--- src/rtl/sr_window_gen_pkg.sv ---
// Shared primitives for the SR window generator.
//   sr_state_e : controller state encoding (IDLE / RUN / ABORT)
//   CNT_W_DEF  : default width of the position/length counter
package sr_window_gen_pkg;

  localparam int CNT_W_DEF = 8;

  typedef enum logic [1:0] {
    ST_IDLE  = 2'd0,
    ST_RUN   = 2'd1,
    ST_ABORT = 2'd2
  } sr_state_e;

endpackage

--- src/rtl/sr_window_gen_pos_match.sv ---
// sr_pos_match: compares a counter value against the set/reset positions.
// Ports:
//   cnt_i      counter value being evaluated
//   set_pos_i  position at which S fires
//   rst_pos_i  position at which R fires
//   len_i      period length; positions >= len_i never fire
//   s_o, r_o   combinational match flags; never both 1
module sr_pos_match #(
  parameter int CNT_W = 8
) (
  input  logic [CNT_W-1:0] cnt_i,
  input  logic [CNT_W-1:0] set_pos_i,
  input  logic [CNT_W-1:0] rst_pos_i,
  input  logic [CNT_W-1:0] len_i,
  output logic             s_o,
  output logic             r_o
);

  // Equal positions would ask the latch for S=R=1; suppress both instead.
  logic legal;
  assign legal = (set_pos_i != rst_pos_i);

  assign s_o = legal && (set_pos_i < len_i) && (cnt_i == set_pos_i);
  assign r_o = legal && (rst_pos_i < len_i) && (cnt_i == rst_pos_i);

endmodule

--- src/rtl/sr_window_gen.sv ---
// sr_window_gen: generates one S and one R pulse per period for a
// downstream SR latch, with single/continuous mode and abort.
// Ports:
//   i_CLK, i_RST_n   clock, async active-low reset
//   i_CEN_n          active-low clock enable; all state holds when 1
//   i_START          start request (IDLE only)
//   i_ABORT          abort request (RUN only; forces one R pulse)
//   i_REPEAT         continue into a new period at wrap
//   i_LEN            period length in enabled cycles
//   i_SET_POS        counter value for o_S
//   i_RST_POS        counter value for o_R
//   o_S, o_R         registered set/reset pulses
//   o_BUSY           high in RUN and ABORT
//   o_DONE           one enabled-cycle completion strobe
module sr_window_gen
  import sr_window_gen_pkg::*;
#(
  parameter int CNT_W = CNT_W_DEF
) (
  input  logic             i_CLK,
  input  logic             i_RST_n,
  input  logic             i_CEN_n,
  input  logic             i_START,
  input  logic             i_ABORT,
  input  logic             i_REPEAT,
  input  logic [CNT_W-1:0] i_LEN,
  input  logic [CNT_W-1:0] i_SET_POS,
  input  logic [CNT_W-1:0] i_RST_POS,
  output logic             o_S,
  output logic             o_R,
  output logic             o_BUSY,
  output logic             o_DONE
);

  localparam logic [CNT_W-1:0] CNT_ONE = CNT_W'(1);

  sr_state_e        state_q, state_d;
  logic [CNT_W-1:0] cnt_q, cnt_d;
  logic [CNT_W-1:0] len_q, len_d;
  logic [CNT_W-1:0] set_q, set_d;
  logic [CNT_W-1:0] rstp_q, rstp_d;
  logic             s_q, s_d, r_q, r_d;
  logic             busy_q, busy_d, done_q, done_d;

  logic run_nxt;   // next cycle is a RUN cycle whose position may fire
  logic abort_r;   // entering ABORT: emit the forced R pulse
  logic m_s, m_r;

  // Outputs are registered, so the match is evaluated on the *next*
  // counter/config values; a position-0 pulse then appears on the
  // first cycle after START.
  sr_pos_match #(.CNT_W(CNT_W)) u_match (
    .cnt_i    (cnt_d),
    .set_pos_i(set_d),
    .rst_pos_i(rstp_d),
    .len_i    (len_d),
    .s_o      (m_s),
    .r_o      (m_r)
  );

  always_comb begin
    state_d = state_q;
    cnt_d   = cnt_q;
    len_d   = len_q;
    set_d   = set_q;
    rstp_d  = rstp_q;
    done_d  = 1'b0;
    run_nxt = 1'b0;
    abort_r = 1'b0;
    unique case (state_q)
      ST_IDLE: begin
        if (i_START) begin
          if (i_LEN != '0) begin
            len_d   = i_LEN;
            set_d   = i_SET_POS;
            rstp_d  = i_RST_POS;
            cnt_d   = '0;
            state_d = ST_RUN;
            run_nxt = 1'b1;
          end else begin
            done_d = 1'b1;   // empty period completes immediately
          end
        end
      end
      ST_RUN: begin
        if (i_ABORT) begin
          state_d = ST_ABORT;
          cnt_d   = '0;
          abort_r = 1'b1;
        end else if (cnt_q == len_q - CNT_ONE) begin
          cnt_d  = '0;
          done_d = 1'b1;
          // A zero length on reload cannot form a period; finish instead.
          if (i_REPEAT && (i_LEN != '0)) begin
            len_d   = i_LEN;
            set_d   = i_SET_POS;
            rstp_d  = i_RST_POS;
            run_nxt = 1'b1;
          end else begin
            state_d = ST_IDLE;
          end
        end else begin
          cnt_d   = cnt_q + CNT_ONE;
          run_nxt = 1'b1;
        end
      end
      ST_ABORT: begin
        state_d = ST_IDLE;
        done_d  = 1'b1;
      end
      default: state_d = ST_IDLE;
    endcase
    s_d    = run_nxt & m_s;
    r_d    = abort_r | (run_nxt & m_r);
    busy_d = (state_d != ST_IDLE);
  end

  always_ff @(posedge i_CLK or negedge i_RST_n) begin
    if (!i_RST_n) begin
      state_q <= ST_IDLE;
      cnt_q   <= '0;
      len_q   <= '0;
      set_q   <= '0;
      rstp_q  <= '0;
      s_q     <= 1'b0;
      r_q     <= 1'b0;
      busy_q  <= 1'b0;
      done_q  <= 1'b0;
    end else if (!i_CEN_n) begin
      state_q <= state_d;
      cnt_q   <= cnt_d;
      len_q   <= len_d;
      set_q   <= set_d;
      rstp_q  <= rstp_d;
      s_q     <= s_d;
      r_q     <= r_d;
      busy_q  <= busy_d;
      done_q  <= done_d;
    end
  end

  assign o_S    = s_q;
  assign o_R    = r_q;
  assign o_BUSY = busy_q;
  assign o_DONE = done_q;

endmodule

--- config.mk ---
export PLATFORM = sky130hd
export DESIGN_NAME = sr_window_gen
export DESIGN_NICKNAME = d
export VERILOG_FILES = /design/src/rtl/sr_window_gen_pkg.sv /design/src/rtl/sr_window_gen_pos_match.sv /design/src/rtl/sr_window_gen.sv
export SDC_FILE = /design/constraint.sdc
export NUM_CORES = 1
export LEC_CHECK = 0
export ABC_CLOCK_PERIOD_IN_PS = 8800
export CORE_ASPECT_RATIO = 0.6
export CORE_MARGIN = 8
export CORE_UTILIZATION = 62
export DETAILED_ROUTE_END_ITERATION = 6
export HOLD_SLACK_MARGIN = 0.06
export PLACE_DENSITY_LB_ADDON = 0.2
export SLEW_MARGIN = 10
export SYNTH_ARGS = -nofsm -noshare
export SYNTH_HDL_FRONTEND = slang
export SYNTH_SLANG_ARGS = --single-unit
--- constraint.sdc ---
create_clock -name i_CLK -period 8.8 [get_ports i_CLK]
set_input_delay 0.88 -clock i_CLK [delete_from_list [all_inputs] [get_ports i_CLK]]
set_output_delay 0.88 -clock i_CLK [all_outputs]
set_load 0.005 [all_outputs]
==> flow_summary.json, run 1 <==
{
  "rsz0062_at_grt": "no",
  "grt_pass1_wl_um": 14500,
  "drt_first_pass_iters": 5,
  "drtAntennaViolNets": 0,
  "track_usage_pct": 23.8,
  "min_from": "o_DONE",
  "ctsResizeCount": 0,
  "synth_top_area_cell": "dfrtp_1",
  "final.period_utilization_pct": 53.9,
  "power_density_nw_per_um2": 269,
  "netlist_area_um2": 3220,
  "die_w_um": 109,
  "antenna_found_initial": 0,
  "irDropWorstVdd_uv": 204,
  "cp.required_ns": 9.02,
  "endpoint_kind": "flip-flop",
  "grt-ovfl-total": 0,
  "fin_ws_ns": 4.06,
  "synthDistinctLibCells": 51,
  "ys_seq_area_share_pct": 29.5,
  "min_period_ns": 4.74,
  "port_buffers": 33,
  "fin_worst_skew_ns": 0.00746,
  "cts_setup_buffers": 0,
  "p_leak_nw": 1.49,
  "drt-total-wl_um": 8910,
  "syn_avg_cell_area_um2": 9.65,
  "h-tree-depth": 2,
  "core-area_um2": 5030,
  "syn-num-nets": 380,
  "initial_core_util_pct": 64.1,
  "yosysWarnings": 0,
  "dp_slack_ns": 3.85,
  "cp_max_fo": 29,
  "synthTopCellsByArea": "dfrtp_1 (30%), mux2_2 (7.0%), xnor2_1 (6.8%)",
  "grt_max_degree": 48,
  "drtIter0Drc": 242,
  "synthArstFlopShare_pct": 100,
  "yosysTopAreaCellShare_pct": 29.5,
  "core.rowCount": 20,
  "areaGrowthSynthToFinish_pct": 13.2,
  "stdcell_area_um2": 3650,
  "ys_seq_elements": 38,
  "synthCells": 334,
  "viasPerCell": 6.49,
  "outcome": "completed",
  "setup_viol": 0,
  "place_congestion": 0.890,
  "die_h_um": 71.8,
  "startpoint": "i_LEN[0]",
  "synth-edff-count": 0,
  "cts.sinks": 38,
  "layout_common_cells": "dfrtp_1 (38), nand2_1 (31), clkdlybuf4s50_1 (31)",
  "die-area_um2": 7840,
  "cts_buffers": 5,
  "postCtsHoldBufs": 0,
  "post-dp-hpwl_um": 6800,
  "finalHoldViolations": 0,
  "slew_headroom_pct": 17.0,
  "hold_ws_ns": 0.497,
  "tns_ns": 0,
  "final_common_cell": "dfrtp_1",
  "routed-via-count": 2785,
  "cts_root_buffer": "clkbuf_8",
  "drive_gt1_share_pct": 15.4,
  "r2r-start": "len_q[0]",
  "cts_buffer_depth": 2,
  "start_kind": "input pin",
  "cap_violations": 0,
  "pin_count": 34,
  "placed_cell_area_um2": 3560,
  "first_global_vias": 2801,
  "cts_tree": "done",
  "maxSlewViolCount": 0,
  "worst_skew_pair.late_latency_ns": 0.30,
  "worstSetupPathType": "input pin to flip-flop",
  "hold_class": "flip-flop to flip-flop",
  "arrival_ns": 4.95,
  "tightest_slew_ns": 1.23,
  "route.detailed.drc": 0,
  "fin_nets": 408,
  "fmax_mhz": 211,
  "detail_route.wl_per_cell_um": 20.8,
  "path_clk_slew_ns": 0.08,
  "ys.flop_type": "dfrtp_1",
  "antenna_cells": 0
}
-- flip-flops by register name, summed over array words and instances, names as in the netlist --
register / flops
cnt_q: 8
len_q: 8
rstp_q: 8
set_q: 8
state_q: 2
o_BUSY: 1
o_DONE: 1
o_R: 1
o_S: 1
-- Yosys cell counts, types with 2 or more instances --
cell and count:
a211o_1 2, mux2i_1 11, xnor2_1 25, nand2_1 31, a31oi_1 3, clkbuf_1 6, nand4_1 20, nor3_1 3
mux2_2 20, or3_1 3, inv_1 15, dfrtp_1 38, o211ai_1 5, ha_1 16, xor2_1 20, o211ai_2 4
nor2_1 14, a21o_1 2, and3_1 3, nand3b_1 2, a21oi_1 14, buf_2 4, nor4_1 12, or4_4 2
o211ai_4 6, nor2b_1 5, nor3b_1 3, o21ai_0 14, buf_6 3, nand2b_1 5, mux2_4 3
-- per-layer routing --
metal  share of wire (%)  GRT usage, %  vias to the layer above
met3                  10          6.89                       13
li1                    -             -                     1283
met5                   0             0                        -
met2                  42          34.2                      141
met4                 1.0          6.03                        0
met1                  46          33.7                     1348
-- area by class of cell --
| class | instances | area, um^2 |
|---|---|---|
| Clock buffer | 7 | 86.3 |
| Clock inverter | 1 | 5.00 |
| Fill cell | 381 | 1380 |
| Inverter | 15 | 56.3 |
| Multi-Input combinational cell | 267 | 2130 |
| Sequential cell | 38 | 951 |
| Tap cell | 66 | 82.6 |
| Timing Repair Buffer | 35 | 335 |
-- stage by stage --
stage                     utilization, %  std cells  total power [W]
after global placement              70.7        421         0.000815
after CTS                           72.5        429         0.000970
after detailed placement            70.7        421         0.000838
after global routing                72.5        429          0.00105
after floorplan                        -        334         0.000684
final                               72.5        429         0.000980
-- worst max-delay path, cell delays in order --
cell and delay, ns:
clkdlybuf4s50_1 0.46, or4_4 0.60, nor2_1 0.32, or4b_1 0.56, o21ai_2 0.10, buf_4 0.26, mux2_2 0.35, ha_1 0.30
a21oi_1 0.16, nor2b_1 0.07, o21ai_0 0.14, nand2_1 0.08, nor4_2 0.24, o311ai_1 0.20, o31ai_2 0.23
-- path summary, 6_finish.rpt --
check                            end  depth (start not counted)  slack (ns)
min in group asynchronous   len_q[2]                          1        0.70
setup / recovery                 o_R                         15        4.06
max in group asynchronous  rstp_q[5]                          1        7.53
hold reg to reg               o_DONE                          2        0.50
hold / removal                o_DONE                          2        0.50
setup reg to reg                 o_R                         17        4.35
-- cell families (layout without fill, tap and decap cells) --
| family | after synthesis | after routing | share of synthesized area (%) |
|---|---|---|---|
| and+or+nand+nor | 109 | 109 | 18.8 |
| adders and majority gates | 16 | 16 | 6.21 |
| xor gates and xnor gates | 46 | 46 | 12.7 |
| DFF | 38 | 38 | 29.5 |
| muxes | 34 | 34 | 11.8 |
| AOI/OAI and AO/OA | 62 | 62 | 16.5 |
| buffers and inverters | 29 | 58 | 4.35 |
-- where the power goes --
part	total [W]	switching [W]	internal (W)
sequential	0.000295	0.0000655	0.000229
combinational	0.000556	0.000322	0.000234
clock	0.000130	0.0000664	0.0000634
(Power assumes the default switching activity.)
==> run 2: changes to the inputs <==
ABC_CLOCK_PERIOD_IN_PS = 4900   (was 8800)
CORE_UTILIZATION = 58   (was 62)
clock period = 4.9 ns   (was 8.8 ns; I/O delays follow)
==> run 2 against run 1 <==
Compared with the run above: global-route usage shrank 2.6 points; largest power group unchanged; critical path type is now flip-flop to flip-flop; die area up 5.6%; clock skew decreased by 0.0015 ns; combinational power rose by 77%.
==> flow_summary.json, run 2 (same netlist as run 1, synthesis figures left out) <==
{
  "tns_ns": 0,
  "pin_count": 34,
  "grt-ovfl-total": 0,
  "worstSetupPathType": "flip-flop to flip-flop",
  "rsz0062_at_grt": "no",
  "die-area_um2": 8270,
  "cts_buffers": 5,
  "tightest_slew_ns": 1.14,
  "cts_root_buffer": "clkbuf_8",
  "fillCellCount": 426,
  "areaGrowthSynthToFinish_pct": 14.3,
  "finalHoldViolations": 0,
  "antenna_found_initial": 0,
  "grt_max_degree": 48,
  "die_w_um": 112,
  "cts_setup_buffers": 0,
  "slew_headroom_pct": 23.0,
  "rrSetupSlack_ns": 0.35,
  "endpoint_kind": "flip-flop",
  "drive_gt1_share_pct": 15.9,
  "fmax_mhz": 220,
  "drt-total-wl_um": 8570,
  "track_usage_pct": 21.1,
  "r2r-start": "len_q[0]",
  "maxSlewViolCount": 0,
  "arrival_ns": 4.76,
  "cts.sinks": 38,
  "layout_common_cells": "dfrtp_1 (38), nand2_1 (31), clkdlybuf4s50_1 (31)",
  "core-area_um2": 5470,
  "post-dp-hpwl_um": 6700,
  "r2r_cells": 16,
  "start_kind": "flip-flop",
  "drt_first_pass_iters": 5,
  "irDropWorstVdd_uv": 300,
  "hold_class": "input pin to async pin",
  "detail_route.wl_per_cell_um": 19.8,
  "worst_skew_pair.late_latency_ns": 0.29,
  "placed_cell_area_um2": 3570,
  "die_h_um": 73.7,
  "reg2reg_to": "o_R",
  "final.period_utilization_pct": 92.9,
  "viasPerCell": 6.32,
  "antenna_cells": 0,
  "routed-via-count": 2737,
  "path_clk_slew_ns": 0.09,
  "grt_pass1_wl_um": 13600,
  "dp.cells": 425,
  "fin_worst_skew_ns": 0.00599,
  "route.detailed.drc": 0,
  "drtAntennaViolNets": 0,
  "ctsResizeCount": 0,
  "outcome": "completed",
  "cap_violations": 0,
  "first_global_vias": 2489,
  "cts_tree": "done",
  "instances_no_fill": 433,
  "p_leak_nw": 1.50,
  "fin_nets": 409,
  "drtIter0Drc": 241,
  "power_density_nw_per_um2": 485,
  "min_period_ns": 4.55,
  "postCtsHoldBufs": 0,
  "place_congestion": 0.899,
  "cts_buffer_depth": 2,
  "stdcell_area_um2": 3680,
  "h-tree-depth": 2,
  "port_buffers": 33,
  "cp.required_ns": 5.11,
  "initial_core_util_pct": 59.0,
  "final_common_cell": "dfrtp_1",
  "cp_max_fo": 17,
  "setup_viol": 0,
  "core.rowCount": 21
}
-- run 2: final cells by class --
type | count | area (um^2) | share of cell area (%)
Clock inverter | 3 | 45.0 | 1.22
Clock buffer | 5 | 68.8 | 1.87
Timing Repair Buffer | 36 | 343 | 9.31
Multi-Input combinational cell | 267 | 2130 | 57.9
Sequential cell | 38 | 951 | 25.8
Inverter | 15 | 56.3 | 1.53
Tap cell | 69 | 86.3 | 2.35
-- run 2: metrics by stage --
step	util (%)	setup slack, ns	power (W)	hold slack (ns)
finish	67.4	0.349	0.00179	0.299
detailed placement	65.3	0.479	0.00149	0.484
global route	67.4	0.0471	0.00191	0.368
global placement	65.3	0.696	0.00146	0.467
floorplan	-	1.28	0.00123	0.194
CTS	67.4	0.430	0.00177	0.327
-- run 2: layer usage --
| metal | global-route usage (%) | vias to the layer above | wire length (um) |
|---|---|---|---|
| li1 | - | 1281 | - |
| met1 | 31.2 | 1328 | 4210 |
| met2 | 29.6 | 121 | 3490 |
| met3 | 5.91 | 7 | 817 |
| met4 | 3.86 | 0 | 57 |
| met5 | 0 | - | 0 |
-- run 2: worst max path at each step --
stage | start | end | slack, ns | cells past startpoint
detailed placement | len_q[0] | o_R | 0.48 | 16
finish | len_q[0] | o_R | 0.35 | 16
floorplan | len_q[0] | o_R | 1.28 | 20
CTS | len_q[0] | o_R | 0.43 | 16
global route | len_q[0] | o_R | 0.05 | 16
global placement | i_ABORT | o_R | 0.70 | 13
-- run 2: power breakdown --
part | leakage [nW] | internal (W) | switching, W
logic | 0.967 | 0.000420 | 0.000565
clock network | 0.0504 | 0.000152 | 0.000125
registers | 0.480 | 0.000412 | 0.000114
total | 1.50 | 0.000983 | 0.000803
-- run 2: worst max-delay path: stages, from the launching register on --
cell and delay, ns:
dfrtp_1 0.42, inv_1 0.13, ha_1 0.21, nor3b_1 0.42, xnor2_2 0.23, nor2_1 0.21
nand4_1 0.25, o21ai_2 0.81, mux2_2 0.45, ha_1 0.30, a21oi_1 0.14, nor2b_1 0.07
o21ai_0 0.16, nand2_1 0.09, nor4_2 0.21, o311ai_1 0.15, o31ai_2 0.22
